[src/rtl/led_mode_if.sv]
`default_nettype none
`timescale 1ns/1ps
//============================================================================
// Module   : led_mode_if
// Brief    : Bus between the LED mode sequencer and the four pattern
//            drivers: pattern inputs, selected LED output, mode index,
//            per-driver resets and the blanking indicator.
// Revision : 1.0 - initial release
//============================================================================
interface led_mode_if;

  // Pattern driver outputs, one byte per mode
  logic [7:0] mode0_led;
  logic [7:0] mode1_led;
  logic [7:0] mode2_led;
  logic [7:0] mode3_led;

  // Sequencer outputs
  logic [7:0] led_out;
  logic [1:0] mode_sel;
  logic [3:0] mode_rst_n;
  logic       busy;

  // Sequencer side: consumes the patterns, drives the selection
  modport master (
    input  mode0_led,
    input  mode1_led,
    input  mode2_led,
    input  mode3_led,
    output led_out,
    output mode_sel,
    output mode_rst_n,
    output busy
  );

  // Driver / observer side
  modport slave (
    output mode0_led,
    output mode1_led,
    output mode2_led,
    output mode3_led,
    input  led_out,
    input  mode_sel,
    input  mode_rst_n,
    input  busy
  );

endinterface : led_mode_if
`default_nettype wire

[src/rtl/led_mode_sequencer.sv]
`default_nettype none
`timescale 1ns/1ps
//============================================================================
// Module   : led_mode_sequencer
// Brief    : Selects one of four LED pattern drivers. Two debounced push
//            buttons step the mode forward/back, an optional timer
//            auto-advances it, and every mode change inserts an all-off
//            blanking interval while all drivers are held in reset.
// Revision : 1.0 - initial release
//============================================================================
module led_mode_sequencer #(
  parameter int DEBOUNCE_CYC = 48,     // stable samples before a button level is accepted
  parameter int AUTO_PERIOD  = 24000,  // RUN cycles between auto-advances
  parameter int BLANK_CYC    = 240     // all-off cycles inserted on every mode change
) (
  input  wire logic  clk,
  input  wire logic  rst_n,
  input  wire logic  btn_next_i,
  input  wire logic  btn_prev_i,
  input  wire logic  auto_en_i,
  led_mode_if.master led_bus
);

  //--------------------------------------------------------------------------
  // Counter widths and terminal values
  //--------------------------------------------------------------------------
  localparam int DB_W = (DEBOUNCE_CYC > 1) ? $clog2(DEBOUNCE_CYC) : 1;
  localparam int AT_W = (AUTO_PERIOD  > 1) ? $clog2(AUTO_PERIOD)  : 1;
  localparam int BL_W = (BLANK_CYC    > 1) ? $clog2(BLANK_CYC)    : 1;

  localparam logic [DB_W-1:0] C_DB_LAST    = DB_W'(DEBOUNCE_CYC - 1);
  localparam logic [AT_W-1:0] C_AUTO_LAST  = AT_W'(AUTO_PERIOD - 1);
  localparam logic [BL_W-1:0] C_BLANK_LAST = BL_W'(BLANK_CYC - 1);

  //--------------------------------------------------------------------------
  // FSM encoding
  //--------------------------------------------------------------------------
  localparam logic [0:0] ST_RUN   = 1'b0;
  localparam logic [0:0] ST_BLANK = 1'b1;

  //--------------------------------------------------------------------------
  // Button conditioning: bit 0 = next, bit 1 = prev
  //--------------------------------------------------------------------------
  logic [1:0] btn_raw;
  logic [1:0] btn_req;   // single-cycle press pulses

  assign btn_raw = {btn_prev_i, btn_next_i};

  generate
    for (genvar gi = 0; gi < 2; gi++) begin : g_btn
      logic            sync1_q;
      logic            sync2_q;
      logic            level_q;
      logic            level_d;
      logic            level_dly_q;
      logic [DB_W-1:0] cnt_q;
      logic [DB_W-1:0] cnt_d;

      // Count consecutive synchronized samples that disagree with the accepted
      // level; a sample that agrees restarts the count. On the last required
      // sample the new level is accepted and the count returns to zero.
      always_comb begin
        level_d = level_q;
        cnt_d   = '0;
        if (sync2_q != level_q) begin
          if (cnt_q == C_DB_LAST) begin
            level_d = sync2_q;
          end else begin
            cnt_d = cnt_q + 1'b1;
          end
        end
      end

      // Two-flop synchronizer, debounce state and edge-detect delay
      always_ff @(posedge clk or negedge rst_n) begin
        if (!rst_n) begin
          sync1_q     <= 1'b0;
          sync2_q     <= 1'b0;
          level_q     <= 1'b0;
          level_dly_q <= 1'b0;
          cnt_q       <= '0;
        end else begin
          sync1_q     <= btn_raw[gi];
          sync2_q     <= sync1_q;
          level_q     <= level_d;
          level_dly_q <= level_q;
          cnt_q       <= cnt_d;
        end
      end

      // Press edge only; release and continued holding produce nothing
      assign btn_req[gi] = level_q & ~level_dly_q;
    end
  endgenerate

  //--------------------------------------------------------------------------
  // Mode FSM
  //--------------------------------------------------------------------------
  logic [0:0]      state_q;
  logic [0:0]      state_d;
  logic [1:0]      mode_q;
  logic [1:0]      mode_d;
  logic [AT_W-1:0] auto_cnt_q;
  logic [AT_W-1:0] auto_cnt_d;
  logic [BL_W-1:0] blank_cnt_q;
  logic [BL_W-1:0] blank_cnt_d;
  logic [7:0]      led_q;
  logic [7:0]      led_d;

  logic            btn_accept;   // exactly one of next/prev pressed this cycle
  logic [1:0]      btn_target;

  // Simultaneous next and prev cancel each other out
  assign btn_accept = btn_req[0] ^ btn_req[1];
  assign btn_target = btn_req[0] ? (mode_q + 2'd1) : (mode_q - 2'd1);

  // Next-state logic: button steps beat the auto timer; BLANK discards all
  // requests and just counts out its fixed length.
  always_comb begin
    state_d     = state_q;
    mode_d      = mode_q;
    auto_cnt_d  = auto_cnt_q;
    blank_cnt_d = blank_cnt_q;

    case (state_q)
      ST_RUN: begin
        if (btn_accept) begin
          state_d     = ST_BLANK;
          mode_d      = btn_target;
          auto_cnt_d  = '0;
          blank_cnt_d = '0;
        end else if (!auto_en_i) begin
          auto_cnt_d  = '0;
        end else if (auto_cnt_q == C_AUTO_LAST) begin
          state_d     = ST_BLANK;
          mode_d      = mode_q + 2'd1;
          auto_cnt_d  = '0;
          blank_cnt_d = '0;
        end else begin
          auto_cnt_d  = auto_cnt_q + 1'b1;
        end
      end

      default: begin
        auto_cnt_d = '0;
        if (blank_cnt_q == C_BLANK_LAST) begin
          state_d     = ST_RUN;
          blank_cnt_d = '0;
        end else begin
          blank_cnt_d = blank_cnt_q + 1'b1;
        end
      end
    endcase
  end

  // LED output follows the state being entered, so BLANK is dark from its
  // first cycle and RUN shows the selected driver one cycle late.
  always_comb begin
    led_d = 8'h00;
    if (state_d == ST_RUN) begin
      case (mode_d)
        2'd0:    led_d = led_bus.mode0_led;
        2'd1:    led_d = led_bus.mode1_led;
        2'd2:    led_d = led_bus.mode2_led;
        default: led_d = led_bus.mode3_led;
      endcase
    end
  end

  // FSM, timers and LED register
  always_ff @(posedge clk or negedge rst_n) begin
    if (!rst_n) begin
      state_q     <= ST_RUN;
      mode_q      <= 2'd0;
      auto_cnt_q  <= '0;
      blank_cnt_q <= '0;
      led_q       <= 8'h00;
    end else begin
      state_q     <= state_d;
      mode_q      <= mode_d;
      auto_cnt_q  <= auto_cnt_d;
      blank_cnt_q <= blank_cnt_d;
      led_q       <= led_d;
    end
  end

  //--------------------------------------------------------------------------
  // Outputs: idle drivers are held in reset so the selected pattern always
  // restarts from its beginning; in BLANK every driver is held.
  //--------------------------------------------------------------------------
  assign led_bus.led_out    = led_q;
  assign led_bus.mode_sel   = mode_q;
  assign led_bus.busy       = (state_q == ST_BLANK);
  assign led_bus.mode_rst_n = (state_q == ST_RUN) ? (4'b0001 << mode_q) : 4'b0000;

endmodule : led_mode_sequencer
`default_nettype wire
[src/flat_wrapper.sv]
// flat-port wrapper written by rule: the top's interface ports become plain ports
module led_mode_sequencer_flat 
#(
  parameter int DEBOUNCE_CYC = 48,                                                        
  parameter int AUTO_PERIOD  = 24000,                                     
  parameter int BLANK_CYC    = 240                                                    
)
  (clk, rst_n, btn_next_i, btn_prev_i, auto_en_i, led_bus_mode0_led, led_bus_mode1_led, led_bus_mode2_led, led_bus_mode3_led, led_bus_led_out, led_bus_mode_sel, led_bus_mode_rst_n, led_bus_busy);
  led_mode_if led_bus_i ();
  input  wire logic clk;
  input  wire logic rst_n;
  input  wire logic btn_next_i;
  input  wire logic btn_prev_i;
  input  wire logic auto_en_i;
  input wire logic [$bits(led_bus_i.mode0_led)-1:0] led_bus_mode0_led;
  input wire logic [$bits(led_bus_i.mode1_led)-1:0] led_bus_mode1_led;
  input wire logic [$bits(led_bus_i.mode2_led)-1:0] led_bus_mode2_led;
  input wire logic [$bits(led_bus_i.mode3_led)-1:0] led_bus_mode3_led;
  output wire logic [$bits(led_bus_i.led_out)-1:0] led_bus_led_out;
  output wire logic [$bits(led_bus_i.mode_sel)-1:0] led_bus_mode_sel;
  output wire logic [$bits(led_bus_i.mode_rst_n)-1:0] led_bus_mode_rst_n;
  output wire logic [$bits(led_bus_i.busy)-1:0] led_bus_busy;
  assign led_bus_i.mode0_led = led_bus_mode0_led;
  assign led_bus_i.mode1_led = led_bus_mode1_led;
  assign led_bus_i.mode2_led = led_bus_mode2_led;
  assign led_bus_i.mode3_led = led_bus_mode3_led;
  assign led_bus_led_out = led_bus_i.led_out;
  assign led_bus_mode_sel = led_bus_i.mode_sel;
  assign led_bus_mode_rst_n = led_bus_i.mode_rst_n;
  assign led_bus_busy = led_bus_i.busy;
  led_mode_sequencer #(.DEBOUNCE_CYC(DEBOUNCE_CYC), .AUTO_PERIOD(AUTO_PERIOD), .BLANK_CYC(BLANK_CYC)) u_core (.clk(clk), .rst_n(rst_n), .btn_next_i(btn_next_i), .btn_prev_i(btn_prev_i), .auto_en_i(auto_en_i), .led_bus(led_bus_i));
endmodule
[config.mk]
export PLATFORM = sky130hd
export DESIGN_NAME = led_mode_sequencer_flat
export DESIGN_NICKNAME = d
export VERILOG_FILES = /design/src/rtl/led_mode_if.sv /design/src/rtl/led_mode_sequencer.sv /design/src/flat_wrapper.sv
export SDC_FILE = /design/constraint.sdc
export NUM_CORES = 1
export LEC_CHECK = 0
export ABC_AREA = 1
export CORE_ASPECT_RATIO = 0.7
export CORE_MARGIN = 5
export CORE_UTILIZATION = 47
export CTS_CLUSTER_SIZE = 12
export DETAILED_ROUTE_END_ITERATION = 10
export PLACE_DENSITY = 0.8
export SLEW_MARGIN = 5
export SYNTH_ARGS = -nofsm -noshare
export SYNTH_HDL_FRONTEND = slang
export SYNTH_SLANG_ARGS = --single-unit
[constraint.sdc]
create_clock -name clk -period 1.7 [get_ports clk]
set_input_delay 0.425 -clock clk [delete_from_list [all_inputs] [get_ports clk]]
set_output_delay 0.425 -clock clk [all_outputs]
set_load 0.05 [all_outputs]
After elaboration in Yosys (flattened, before gate mapping)

Index checks and enable logic that the tools add are counted.

Input bits: 37
Output and inout port bits: 15
Bits in registers: 54
Logic and storage cells: 67

Bitwise operators: 5
Equality and inequality tests: 8
Shift-type cells: 1
Muxes and demuxes: 26
Reduce and logical (&&, ||, !) cells: 6
Add/sub/neg operators: 6

Operators with widths:

| cell                                                                | number |
|---|---|
| 15-bit 2-to-1 mux                                                   | 4 |
| 8-bit 2-to-1 mux                                                    | 6 |
| 6-bit 2-to-1 mux                                                    | 4 |
| 8-bit one-hot mux with 3 select lines                               | 1 |
| 15-bit by 1-bit adder with 15-bit output (second input constant)    | 1 |
| 15-bit == test (second input constant)                              | 1 |
| 6-bit by 1-bit adder with 6-bit output (second input constant)      | 2 |
| 6-bit == test (second input constant)                               | 2 |
| 2-bit 2-to-1 mux                                                    | 5 |
| 8-bit by 1-bit adder with 8-bit output (second input constant)      | 1 |
| 8-bit == test (second input constant)                               | 1 |
| 2-bit AND reduction                                                 | 3 |
| 3-bit nonzero test                                                  | 2 |
| 1-bit 2-to-1 mux                                                    | 5 |
| 4-bit 2-to-1 mux                                                    | 1 |
| 1-bit by 2-bit left shift with 4-bit output (first input constant)  | 1 |
| 2-bit by 1-bit adder with 2-bit output (second input constant)      | 1 |
| 1-bit AND                                                           | 2 |
| 2-bit by 1-bit == test with 1-bit output (second input constant)    | 1 |
| 2-bit == test (second input constant)                               | 1 |
| 2-bit zero test                                                     | 1 |
| 1-bit inequality test                                               | 2 |
| 1-bit NOT                                                           | 2 |
| 2-bit by 1-bit subtractor with 2-bit output (second input constant) | 1 |
| 1-bit XOR                                                           | 1 |

Depth between registers and ports, before layout

Gate-level depths: netlist of run 1.

Word-level depth: 8
Gate-level depth with buffers: 14
Mapped depth without buffers: 13

Worst setup path before layout of run 1

Ideal clock, no wire load.

Path kind: flip-flop to flip-flop
Start point: register u_core.mode_q[0], in the netlist u_core.led_bus.mode_sel[0]
End point: register u_core.led_q[1], in the netlist u_core.led_bus.led_out[1]
Path slack: -446 ps
Data required time: 1579 ps
Stages on the path, launching flop included: 12
Arrival: 2024 ps
Library setup time: 121 ps
Path buffers: 1
Period minus slack after synthesis: 2146 ps
Path through: dfrtp_1 > inv_1 > ha_1 > o21ai_0 > nor2_2 > nand2_4 > nand2_4 > buf_6 > nand3_2 > nand2_1 > nor2_1 > nor2_1

Longest elaborated chain between the ends: 8
Elaborated cells between the ends (all ways): 12
Those cells by class: add/sub (2); eq/ne (2); mux (7); reduce/logical (1)

Ends and longest elaborated chain:

| what                                      | line                                                 | source |
|---|---|---|
| start: declaration                        | led_mode_sequencer.sv:101                            | `logic [1:0] mode_q;` |
| start signal: assignment                  | led_mode_sequencer.sv:180                            | `mode_q <= mode_d;` |
| 2-bit by 1-bit adder with 2-bit output    | led_mode_sequencer.sv:115, led_mode_sequencer.sv:136 |  |
| 2-bit 2-to-1 mux                          | led_mode_sequencer.sv:134                            | `end else if (auto_cnt_q == C_AUTO_LAST) begin` |
| 2-bit 2-to-1 mux                          | led_mode_sequencer.sv:132                            | `end else if (!auto_en_i) begin` |
| 2-bit 2-to-1 mux                          | led_mode_sequencer.sv:127                            | `if (btn_accept) begin` |
| 2-bit 2-to-1 mux (*)                      | led_mode_sequencer.sv:125                            | `case (state_q)` |
| 2-bit == test (tied with other cells)     | led_mode_sequencer.sv:161                            | `case (mode_d)` |
| 8-bit one-hot mux with 3 select lines (*) | led_mode_sequencer.sv:161                            |  |
| 8-bit 2-to-1 mux (*)                      | led_mode_sequencer.sv:160                            | `if (state_d == ST_RUN) begin` |
| named net u_core.led_d[1]                 | led_mode_sequencer.sv:108                            | `logic [7:0] led_d;` |
| end signal: assignment                    | led_mode_sequencer.sv:183                            | `led_q <= led_d;` |
| end: declaration                          | led_mode_sequencer.sv:107                            | `logic [7:0] led_q;` |

The timed path passes the listed nets; every way through them passes the cells marked *.
A chain may end at the register's enable or synchronous reset.

Worst setup path after layout of run 1

Start point: register u_core.mode_q[0], in the netlist u_core.led_bus.mode_sel[0]
End point: register u_core.led_q[7], in the netlist u_core.led_bus.led_out[7]

Longest elaborated chain between the ends: 8
Elaborated cells between the ends (all ways): 12
Those cells by class: add/sub (2); eq/ne (2); mux (7); reduce/logical (1)

Ends and longest elaborated chain:

| what                                      | line                                                 | source |
|---|---|---|
| 2-bit by 1-bit adder with 2-bit output    | led_mode_sequencer.sv:115, led_mode_sequencer.sv:136 |  |
| 2-bit 2-to-1 mux                          | led_mode_sequencer.sv:134                            |  |
| 2-bit 2-to-1 mux                          | led_mode_sequencer.sv:132                            |  |
| 2-bit 2-to-1 mux (*)                      | led_mode_sequencer.sv:127                            |  |
| 2-bit 2-to-1 mux (*)                      | led_mode_sequencer.sv:125                            |  |
| named net u_core.mode_d[1]                | led_mode_sequencer.sv:102                            | `logic [1:0] mode_d;` |
| 2-bit == test (tied with other cells)     | led_mode_sequencer.sv:161                            |  |
| 8-bit one-hot mux with 3 select lines (*) | led_mode_sequencer.sv:161                            |  |
| 8-bit 2-to-1 mux (*)                      | led_mode_sequencer.sv:160                            |  |
| named net u_core.led_d[7]                 | led_mode_sequencer.sv:108                            |  |

Marks and branches as above.

==> run_results.csv, run 1 <==
group,metric,value,unit
synthesis,yosysSeqAreaShare,0.4783,
cts,worstSkewPairLatency,0.33,ns
floorplanning,rows,23,
finish,design_area,0.004327,mm^2
timing,worst_pin_slew,0.4358,ns
setup_path,reg2reg_to,"u_core.led_bus.led_out[7]",
setup_path,crit_path_max_fanout,4,
setup_path,cpMostUsedCell,"inv_1",
setup_path,worst-path-buf-inv,4,
placed_design,placed_cells,496,
synthesis,synth_area_leader_cell,"dfrtp_1",
cts,cts-buffers-inserted,5,
power_and_ir_drop,p_leak,2.003,nW
synthesis,synthCells,332,
drt,firstDrtPassIters,7,
min_path,hold_path_class,"in -> async",
timing,max_freq,530.9,MHz
power_and_ir_drop,power.density,550.0,mW/mm^2
global_routing,first_global_vias,2728,
global_routing,grt_usage,0.2117,
cts,root_buffer,"clkbuf_8",
floorplanning,fp.dieW,102.7,um
global_routing,grt_start_max_net_pins,55,
finish,layout_common_cells,"buf_4 (55), dfrtp_1 (51), nand2_1 (39), nor2_1 (39), clkdlybuf4s50_1 (35)",
cts,cts_hold_buf,0,
setup_path,worstSetupStartpointType,"flip-flop",
setup_path,end_kind,"flip-flop",
setup_path,critical_path_required,1.96,ns
setup_path,max_stage_delay,0.41,ns
synthesis,syn-mean-instance-area,8.510,um^2
timing,fin_crit,1.884,ns
global_routing,grt_antenna_before_repair,0,
cts,htreeDepth,2,
setup_path,crit_chain,"inv_2 -> ha_1 -> inv_1 -> nor2_1 -> nor2_4 -> a21boi_4 -> buf_6 -> o21ai_2 -> nand3_1 -> nand2_1 -> inv_1",
finish,final_common_cell,"buf_4",
setup_path,ff2ff_setup_slack,-0.18,ns
floorplanning,start_util,0.4884,
power_and_ir_drop,power,2.379,mW
power_and_ir_drop,irDropWorstVdd,0.3545,mV
status,violations,"setup timing",
setup_path,timing.rr.start,"u_core.led_bus.mode_sel[0]",
setup_path,critical-path-top-delay-family,"simple AND/OR/NAND/NOR gates",
timing,slew_viol_final,0,
finish,area_growth,53.14,%
drt,dr_total_vias,2773,
drt,vias_per_cell,5.302,
setup_path,cp.arrival,2.14,ns
timing,post-route-period-util,1.108,
cts,cts.clk_slew.worst_paths,0.10,ns
synthesis,synth_seq_cells,54,
synthesis,ys_warn_count,0,
timing,finalSetupViolCount,16,
placed_design,port_buffers,51,
timing,rsz0062_at_grt,"yes",
timing,finalHoldViolations,0,
placed_design,place.gp.congestion,0.7954,
timing,timing.final.ws_setup,-0.1837,ns
setup_path,crit_slowest_cell,"dfrtp_2",
setup_path,crit_type,"reg -> reg",
timing,fin_worst_skew,0.008443,ns
flow_run,cap_violations,0,
setup_path,crit_end,"u_core.led_bus.led_out[7]",
placed_design,dpl.hpwl,5.106,mm
setup_path,crit_cells,11,
synthesis,yosys-top-cells-area,"dfrtp_1 (48%), nor2_1 (6.4%), nand2_1 (6.0%)",
finish,fin_nets,492,
cts,cts_max_path_buffers,2,
floorplanning,die_h,74.87,um
drt,drtIter0Drc,115,
drt,drtAntennaViolNets,0,
synthesis,synth_top_area_frac,0.4783,
finish,drive_above_1_share,0.3527,
timing,slew_headroom,0.7073,
floorplanning,core_area,0.005784,mm^2
setup_path,rr_worst_depth,11,
drt,drc,0,
drt,drt-total-wl,8.362,mm
synthesis,syn_nets,377,
synthesis,yosysUniqueCellTypes,28,
setup_path,cp-startpoint,"u_core.led_bus.mode_sel[0]",
finish,antenna_cells,0,
status,status,"finished, violations left",
cts,cts_sinks,54,
placed_design,placed_area,0.003775,mm^2
global_routing,grt_pass1_wl,12.68,mm
floorplanning,io_pins,52,
finish,finalNonFillerCells,523,
floorplanning,dieArea,0.007686,mm^2
drt,routedWlPerCell,15.99,um
timing,tns,-1.495,ns
synthesis,synthesis.area,0.002825,mm^2
global_routing,grt-ovfl-total,0,
cts,cts_tree,"yes",
[report_power, final]
group          leakage, nW  internal [mW]  switching [mW]
logic                 1.23         0.0971          0.0642
clock network       0.0587          0.447           0.458
registers            0.716           1.30          0.0138
total                 2.00           1.84           0.536
[metrics by stage]
| step | setup slack, ns | hold WS (ns) | utilization |
|---|---|---|---|
| 6_report | -0.1837 | 0.06423 | 0.7480 |
| 5_1_grt | -0.3040 | 0.09683 | 0.7480 |
| 4_1_cts | -0.08087 | 0.09430 | 0.7233 |
| 3_5_place_dp | -0.4081 | 0.3396 | 0.6526 |
| 3_3_place_gp | -0.3417 | 0.3377 | 0.6526 |
| 2_1_floorplan | -0.1793 | 0.1294 | - |
[cells by family after synthesis]
group	synth area share
adders and majority gates	0.03543
DFF	0.4783
muxes	0.003986
and+or+nand+nor	0.2892
buffers and inverters	0.07041
AOI/OAI and AO/OA	0.08857
xor gates and xnor gates	0.03410
[layer usage]
layer / share of wire / global-route usage / vias up
li1: - / - / 1320
met1: 0.41 / 0.2757 / 1348
met2: 0.51 / 0.3526 / 81
met3: 0.052 / 0.04259 / 24
met4: 0.023 / 0.08006 / 0
met5: 0 / 0 / -
[registers in the layout, summed over array words and instances, names as in the netlist]
signal                    flops
u_core.auto_cnt_q            15
u_core.blank_cnt_q            8
u_core.g_btn.cnt_q           12
u_core.g_btn.level_dly_q      2
u_core.g_btn.level_q          2
u_core.g_btn.sync1_q          2
u_core.g_btn.sync2_q          2
u_core.led_bus.busy           1
u_core.led_bus.led_out        8
u_core.led_bus.mode_sel       2
[area by class of cell]
cell class                      instances  area (um^2)
Fill cell                             398         1458
Tap cell                               75        93.84
Inverter                               43        163.9
Sequential cell                        54         1355
Clock buffer                            5        68.82
Clock inverter                          3        47.55
Multi-Input combinational cell        233         1545
Timing Repair Buffer                  110         1052
[cells in the mapped netlist, drive strengths merged]
library cell  number
nand2             57
dfrtp             54
nor2              52
inv               43
nand3             34
o21ai             20
a21oi             19
nand4             12
ha                 8
xor2               7
nor3               5
o22ai              4
xnor2              4
and3               3
buf                3
or2                2
a21boi             1
clkbuf             1
mux2               1
nor4               1
o21bai             1
[what timing repair did]
item,4_1_cts,5_1_grt
pin swaps,26,19
buffers inserted,12,8
cloned,2,0
gates resized for setup,50,29
setup endpoints to repair,14,26
[how the worst min path moves through the flow]
stage,to,slack (ns),depth (start not counted)
floorplan,u_core.auto_cnt_q[0],0.13,0
global placement,u_core.g_btn[0].sync2_q,0.34,0
detailed placement,u_core.g_btn[0].sync2_q,0.34,0
CTS,u_core.g_btn[0].cnt_q[3],0.09,2
global route,u_core.g_btn[0].cnt_q[3],0.1,2
finish,u_core.g_btn[0].cnt_q[3],0.06,2
Power figures use the tool's default switching activity.
==> inputs of run 2 (changes only) <==
--- a/config.mk
+++ b/config.mk
@@ -11,6 +11,7 @@
 export CORE_UTILIZATION = 47
 export CTS_CLUSTER_SIZE = 12
 export DETAILED_ROUTE_END_ITERATION = 10
+export GPL_TIMING_DRIVEN = 0
 export PLACE_DENSITY = 0.8
 export SLEW_MARGIN = 5
 export SYNTH_ARGS = -nofsm -noshare
==> run_results.csv, run 2 (synthesis results as in run 1) <==
group,metric,value,unit
timing,worst_pin_slew,0.5357,ns
setup_path,rr_worst_depth,12,
setup_path,reg2reg_to,"u_core.led_bus.led_out[1]",
cts,worstSkewPairLatency,0.31,ns
drt,drtIter0Drc,187,
status,violations,"setup timing",
global_routing,grt_start_max_net_pins,39,
floorplanning,io_pins,52,
floorplanning,start_util,0.4884,
global_routing,grt_antenna_before_repair,0,
status,status,"finished, violations left",
global_routing,grt-ovfl-total,0,
finish,antenna_cells,0,
drt,drc,0,
setup_path,timing.rr.start,"u_core.g_btn[0].level_q",
cts,cts_sinks,54,
power_and_ir_drop,power.density,561.3,mW/mm^2
finish,fin_util,0.7279,
cts,root_buffer,"clkbuf_8",
cts,cts-buffers-inserted,5,
placed_design,dpl.hpwl,4.728,mm
floorplanning,fp.dieW,102.7,um
global_routing,grt_pass1_wl,11.65,mm
timing,fin_crit,1.950,ns
timing,rsz0062_at_grt,"yes",
setup_path,crit_type,"reg -> reg",
placed_design,placed_cells,459,
finish,top_regs,"u_core.auto_cnt_q: 15 flops, u_core.g_btn.cnt_q: 12 flops",
setup_path,critical-path-top-delay-family,"simple AND/OR/NAND/NOR gates",
setup_path,ff2ff_setup_slack,-0.25,ns
floorplanning,die_h,74.87,um
setup_path,end_kind,"flip-flop",
finish,area_growth,49.03,%
timing,slew_viol_final,0,
drt,routedWlPerCell,17.19,um
drt,dr_total_vias,2700,
power_and_ir_drop,p_leak,1.907,nW
setup_path,cp-startpoint,"u_core.g_btn[0].level_q",
setup_path,crit_chain,"nand2_1 -> o21bai_2 -> nand2_1 -> inv_2 -> nand2_4 -> nand3_1 -> nand2_4 -> buf_6 -> nand4_1 -> nand2_2 -> nor2_2 -> nor2_1",
finish,fin_nets,466,
min_path,hold_path_class,"in -> async",
cts,cts_tree,"yes",
placed_design,place.gp.congestion,0.8317,
finish,top_register,"u_core.auto_cnt_q",
floorplanning,core_area,0.005784,mm^2
power_and_ir_drop,irDropWorstVdd,0.4788,mV
cts,cts.clk_slew.worst_paths,0.10,ns
drt,firstDrtPassIters,4,
power_and_ir_drop,p_clk_frac,0.371,
cts,cts_max_path_buffers,2,
timing,post-route-period-util,1.147,
flow_run,cap_violations,0,
finish,layout_common_cells,"dfrtp_1 (51), nor2_1 (36), clkdlybuf4s50_1 (35), nand2_1 (34), inv_1 (30)",
floorplanning,rows,23,
finish,largest_reg_flops,15,
setup_path,cp.arrival,2.20,ns
drt,drtAntennaViolNets,0,
timing,slew_headroom,0.6443,
power_and_ir_drop,p_sw,0.5204,mW
setup_path,crit_path_max_fanout,5,
power_and_ir_drop,p_int,1.843,mW
timing,finalHoldViolations,0,
timing,fin_worst_skew,0.004568,ns
cts,htreeDepth,2,
setup_path,crit_slowest_cell,"dfrtp_1",
finish,final_common_cell,"dfrtp_1",
floorplanning,dieArea,0.007686,mm^2
setup_path,worstSetupStartpointType,"flip-flop",
drt,drt-total-wl,8.544,mm
global_routing,first_global_vias,2519,
finish,drive_above_1_share,0.3365,
global_routing,grt_usage,0.1933,
power_and_ir_drop,seq_power_share,0.556,
placed_design,port_buffers,51,
setup_path,max_stage_delay,0.46,ns
power_and_ir_drop,switching_share,0.2202,
setup_path,critical_path_required,1.94,ns
setup_path,worst-path-buf-inv,2,
power_and_ir_drop,comb_power_share,0.073,
timing,timing.final.ws_setup,-0.2505,ns
timing,finalSetupViolCount,18,
finish,finalNonFillerCells,497,
drt,vias_per_cell,5.433,
timing,max_freq,512.7,MHz
-- run 2: per-stage QoR --
step | power, mW | setup TNS, ns | setup slack [ns] | hold slack, ns | instance area, um^2
final | 2.363 | -2.460 | -0.2505 | 0.02397 | 4210
after detailed placement | 1.499 | -7.752 | -0.4000 | 0.3378 | 3455
after global placement | 1.491 | -82.86 | -1.600 | 0.3357 | 3440
after global routing | 2.456 | -4.405 | -0.3749 | 0.03335 | 4210
after CTS | 2.374 | -1.022 | -0.1263 | 0.02997 | 3934
after floorplan | 1.375 | -1.468 | -0.1793 | 0.1294 | 2835
-- run 2: worst max-delay path by stage --
stage	to	depth (start not counted)
detailed placement	u_core.led_bus.led_out[4]	11
global route	u_core.led_bus.led_out[4]	12
CTS	u_core.led_bus.led_out[4]	13
finish	u_core.led_bus.led_out[1]	12
floorplan	u_core.led_bus.led_out[5]	12
global placement	u_core.led_bus.mode_sel[0]	1
-- run 2: cell type report --
| cell class | count | area, um^2 |
|---|---|---|
| multi-input combinational | 232 | 1585 |
| fill | 360 | 1574 |
| sequential | 54 | 1355 |
| timing repair buffer | 82 | 853.3 |
| inverter | 43 | 168.9 |
| tap | 75 | 93.84 |
| clock buffer | 5 | 68.82 |
| clock inverter | 3 | 43.79 |
| buffer | 3 | 41.29 |
-- run 2: power groups by stage --
stage / combinational, mW / sequential, mW / clock (mW)
after floorplan: 0.0382 / 1.34 / 0
after global placement: 0.153 / 1.34 / 0
after detailed placement: 0.159 / 1.34 / 0
after CTS: 0.161 / 1.31 / 0.899
after global routing: 0.190 / 1.32 / 0.948
final: 0.171 / 1.31 / 0.877
-- run 2: routing by layer --
layer | vias to the layer above | share of wire | global-route usage
li1 | 1268 | - | -
met1 | 1290 | 0.40 | 0.2640
met2 | 118 | 0.52 | 0.3276
met3 | 24 | 0.049 | 0.03056
met4 | 0 | 0.035 | 0.04512
met5 | - | 0 | 0
-- run 2: repair_timing --
item	CTS	global route
pin swaps	20	30
hold buffers	0	0
gates cloned	4	0
gates resized for setup	74	70
buffers inserted	21	7
endpoints found under the setup margin	34	26
==> variant 1: new RTL, flow settings as in run 1 <==
Add an input register stage for `btn_next_i`, `btn_prev_i` and `auto_en_i`, without a reset; this delays them by one clock. The other inputs are not delayed to match.
--- a/src/rtl/led_mode_sequencer.sv
+++ b/src/rtl/led_mode_sequencer.sv
@@ -40,2 +40,12 @@
 
+  logic btn_next_q;
+  logic btn_prev_q;
+  logic auto_en_q;
+
+  always_ff @(posedge clk) begin
+    btn_next_q <= btn_next_i;
+    btn_prev_q <= btn_prev_i;
+    auto_en_q  <= auto_en_i;
+  end
+
   //--------------------------------------------------------------------------
@@ -46,3 +56,3 @@
 
-  assign btn_raw = {btn_prev_i, btn_next_i};
+  assign btn_raw = {btn_prev_q, btn_next_q};
 
@@ -131,3 +141,3 @@
           blank_cnt_d = '0;
-        end else if (!auto_en_i) begin
+        end else if (!auto_en_q) begin
           auto_cnt_d  = '0;
Formal check against the unedited RTL: same outputs for any inputs over 10 cycles, from zero or initial values and one cycle with rst_n low; that may be too few to reach the edited logic, so the function may still have changed.
==> variant 1 against run 1 <==
The run still ends with negative setup slack left; sequential cell count up 3; clock power increased by 49%; power up 28%; wire length grew 12%; area after synthesis rose by 2.5%; final area up 3.5%; combinational power increased by 70%; setup slack lost 0.10 ns; global-route usage increased by 0.79 points; highest routed layer unchanged.
==> variant 1: results (changes against run 1) <==
status finished with violations; failing checks negative setup slack; CTS buffer count 9 (+4); post-CTS setup buffers 8 (-4); FF-to-FF End u_core.led_bus.led_out[6]; vias per cell 5.49 (+3.5%); VDD IR max 0.000644 V (+82%); placed cell area 3760 µm² (-0.27%); Yosys cell types 36 (+29%); Post-Syn Nets 386 (+2.4%); first-pass GRT wire length 13700 µm (+7.8%); Mapped Avg Cell Area 8.49 µm² (-0.22%); worst r2r src u_core.g_btn[1].level_q; met2 usage 38.6% (+3.3 points); routability cong. 0.857 (+7.8%); drt total wl 9320 µm (+12%); met2 WL 4690 µm (+9.4%); setup slack after layout -0.289 ns (-0.105 ns); worst-margin pin slew 0.397 ns (-0.0392 ns); Fin Setup TNS -2.75 ns (-1.25 ns); Seq/Total Area, Yosys 48.7% (+0.92 points); register clock-pin slew on the reported worst setup and hold paths 0.07 ns (-0.03 ns); top post-synthesis cells by area dfrtp_1 (47%), nor2_1 (7.0%), nand2_1 (6.0%), inv_1 (5.3%), nand3_1 (5.2%); critical path peak fanout 9 (+5); met1 usage 26.3% (-1.3 points); CP max stage delay 0.35 ns (-0.06 ns); worst path arrival time 2.22 ns (+0.08 ns); Final setup viols 20 (+4); Worst R2R Path Depth 13 (+2); Synth top cells by count dfrtp_1 (54), nor2_1 (54), nand2_1 (46); Fin Clk Skew 0.00763 ns (-0.000812 ns); post-layout util 76.7% (+1.9 points); dpl cells 494 (-0.40%); worst slack, placed -0.210 ns (+0.198 ns); worst hold slack 0.00923 ns (-0.0550 ns); filler instances 359 (-9.8%); routing usage on met3 5.84% (+1.6 points)
variant 1: cell types whose count changed in the layout (fill, tap and decap cells not counted), moves of 4 or more:
cell      delta
o21ai_1      -5
o21ai_2      +4
buf_6        -5
nor3_1       +4
nor2_1       +5
nand2_2      +4
nand2_4      +6
nand2_1      -7
nand3_2      -4
a21oi_1      -6
clkbuf_8     +7
buf_4        -4
variant 1: power breakdown:
group	switching (W)	internal, W	total, W
Clock	0.000554	0.000794	0.00135
Combinational	0.000134	0.000139	0.000274
Sequential	0.0000260	0.00139	0.00142
Total	0.000715	0.00232	0.00304
variant 1: area by class of cell:
cell class	count	share of cell area (%)
tap	75	2.09
timing repair buffer	101	21.6
sequential	57	31.6
inverter	46	4.08
clock buffer	12	3.69
multi-input combinational	236	35.9
clock inverter	4	1.12
variant 1: cell families after synthesis:
logic type,synth area share [%]
AND/OR/NAND/NOR,29.0
flip-flops,48.7
buffers and inverters,7.69
AO/OA/AOI/OAI,7.95
XOR/XNOR,2.72
adder cells (fa/ha/maj),3.46
multiplexers,0.389
variant 1: worst max path at each step:
stage / start / endpoint / depth (start not counted) / slack, ns
2_1_floorplan: u_core.led_bus.busy / led_bus_mode_rst_n[2] / 2 / -0.19
3_3_place_gp: u_core.auto_cnt_q[0] / u_core.led_bus.led_out[5] / 12 / -0.09
3_5_place_dp: u_core.auto_cnt_q[1] / u_core.led_bus.led_out[1] / 12 / -0.21
4_1_cts: u_core.auto_cnt_q[1] / u_core.led_bus.led_out[0] / 10 / -0.09
5_1_grt: u_core.auto_cnt_q[0] / u_core.led_bus.led_out[6] / 12 / -0.30
6_report: u_core.g_btn[1].level_q / u_core.led_bus.led_out[6] / 13 / -0.29
==> variant 2: new RTL, config.mk and constraints of run 1 <==
Without the edit above. `BLANK_CYC` is set to 240 in 2 places; all go to 120.
--- a/src/rtl/led_mode_sequencer.sv
+++ b/src/rtl/led_mode_sequencer.sv
@@ -13,3 +13,3 @@
   parameter int AUTO_PERIOD  = 24000,  // RUN cycles between auto-advances
-  parameter int BLANK_CYC    = 240     // all-off cycles inserted on every mode change
+  parameter int BLANK_CYC    = 120     // all-off cycles inserted on every mode change
 ) (
--- a/src/flat_wrapper.sv
+++ b/src/flat_wrapper.sv
@@ -5,3 +5,3 @@
   parameter int AUTO_PERIOD  = 24000,                                     
-  parameter int BLANK_CYC    = 240                                                    
+  parameter int BLANK_CYC    = 120                                                    
 )
Function: no difference found for any inputs over 10 cycles, from zero or initial values and one cycle with rst_n low; that may be too few to reach the edited logic, so the function may still have changed.
==> variant 2 against run 1 <==
The run still ends with negative setup slack left; synthesized cell count increased by 0.60%; sequential share of layout area up 0.064 points; setup slack better by 0.071 ns; power fell by 6.9%; first-iteration DRC count grew 24%; wire length is 11% lower; final area shrank 2.1%; area after synthesis shrank 1.5%; via count is 5.1% lower; sequential cell count fell by 1.
==> variant 2: results (changes against run 1) <==
status finished with violations; failing checks negative setup slack; Final setup viols 16 (unchanged); TritonRoute pass-1 iters 4 (-3); Fin Clk Skew 0.00578 ns (-0.00266 ns); routability cong. 0.833 (+4.7%); FF-to-FF End u_core.led_bus.led_out[3]; CP max stage delay 0.40 ns; first-pass GRT wire length 11700 µm (-7.8%); IO buf count 51 (unchanged); worst slack, placed -0.351 ns (+0.0569 ns); maximum clock insertion buffer count 2 (unchanged); worst path arrival time 2.04 ns (-0.10 ns); DRT iter0 DRCs 143 (+24%); DP Wirelength 4850 µm (-5.0%); worst r2r src u_core.led_bus.mode_sel[1]; CTS root buffer clkbuf_8; CP max stage cell dfrtp_2; Post-Syn Nets 379 (+0.53%); max reg flops 15 (unchanged); Worst R2R Path Depth 12 (+1); ratio of cells with drive above 1 in the final layout 34.1% (-1.2 points); top post-synthesis cells by area dfrtp_1 (48%), nand2_1 (6.5%), nor2_1 (6.2%), inv_1 (5.9%), nand3_1 (5.4%); leakage 1.97 nW (-1.8%); Fin Setup TNS -0.778 ns (+0.717 ns); Synth top cells by count dfrtp_1 (53), nand2_1 (48), nor2_1 (46); critical path peak fanout 9 (+5); worst-margin pin slew 0.305 ns (-0.131 ns); Seq/Total Area, Yosys 47.6% (-0.19 points); filler instances 368 (-7.5%); Layout Nets 484 (-1.6%); largest net degree at the start of global routing 54 (-1.8%); initial antenna violation count 0 (unchanged); VDD IR max 0.000518 V (+46%); # diodes 0 (unchanged); Ys Warns 0 (unchanged); share of synthesized registers carrying an async set or reset 100% (unchanged); register clock-pin slew on the reported worst setup and hold paths 0.10 ns (about the same); setup slack after layout -0.113 ns (+0.0708 ns); H-tree levels 2 (unchanged); CTS buffer count 5 (unchanged); HP Class input pin to async pin; Top reg by flops u_core.auto_cnt_q; drt total wl 7420 µm (-11%); Yosys cell types 31 (+11%); via count 2632 (-5.1%); antenna-violating nets left 0 (unchanged); worst-skew pair later-pin latency 0.32 ns; overall routing resource usage 19.5% (-1.6 points)
==> variant 2: kinds of logic (layout without fill, tap and decap cells) <==
| kind of cell | Yosys count | after routing | share of synthesized area, % |
|---|---|---|---|
| AND/OR/NAND/NOR | 163 | 164 | 28.3 |
| buffers and inverters | 54 | 159 | 8.18 |
| flip-flops | 53 | 53 | 47.6 |
| AO/OA/AOI/OAI | 47 | 47 | 9.35 |
| adder cells (fa/ha/maj) | 8 | 8 | 3.60 |
| XOR/XNOR | 8 | 8 | 2.52 |
| multiplexers | 1 | 1 | 0.404 |
==> variant 2: worst max path at each step <==
stage,startpoint,to,slack (ns),cells after the start
6_report,u_core.led_bus.mode_sel[1],u_core.led_bus.led_out[3],-0.11,12
2_1_floorplan,u_core.led_bus.mode_sel[0],u_core.led_bus.led_out[1],-0.12,12
3_5_place_dp,auto_en_i,u_core.led_bus.led_out[3],-0.35,10
5_1_grt,u_core.auto_cnt_q[0],u_core.led_bus.led_out[4],-0.22,13
3_3_place_gp,auto_en_i,u_core.led_bus.led_out[1],-0.32,10
4_1_cts,u_core.led_bus.mode_sel[1],led_bus_mode_rst_n[0],-0.08,6
==> variant 2: where the power goes <==
part           switching [W]  internal (W)
registers          0.0000129       0.00128
clock network       0.000464      0.000300
logic              0.0000642     0.0000981
total               0.000541       0.00167
==> variant 2: repair_timing <==
action / CTS / global route
pin swaps: 12 / 16
setup endpoints to repair: 16 / 20
buffers inserted: 8 / 9
gates resized for setup: 37 / 27
gates cloned: 0 / 1
==> variant 2: area by class of cell <==
cell class | instances | area share (%)
Clock inverter | 3 | 0.621
Clock buffer | 5 | 1.63
Tap cell | 75 | 2.22
Inverter | 49 | 4.46
Sequential cell | 53 | 31.4
Timing Repair Buffer | 102 | 23.8
Multi-Input combinational cell | 228 | 35.9
==> variant 2: through the flow <==
step,hold WS (ns),std cells,area [µm²],utilization [%]
6_report,0.0756,515,4230,73.9
4_1_cts,0.0919,506,4070,71.0
3_3_place_gp,0.337,490,3750,65.5
2_1_floorplan,0.129,334,2840,-
3_5_place_dp,0.339,490,3750,65.5
5_1_grt,0.0834,515,4230,73.9
==> variant 2: per-layer routing <==
metal	GRT usage [%]	share of wire (%)	vias to the layer above
met1	25.6	43	1262
met4	6.40	1.4	0
met3	5.25	4.2	14
li1	-	-	1294
met5	0	0	-
met2	31.8	51	62
==> variant 2: critical path: cells and delay by family, from the launching register on <==
kind                       cells  cell delay (ns)
AOI/OAI and AO/OA              1             0.10
adders and majority gates      1             0.28
buffers and inverters          4             0.24
DFF                            1             0.40
and+or+nand+nor                6             0.69
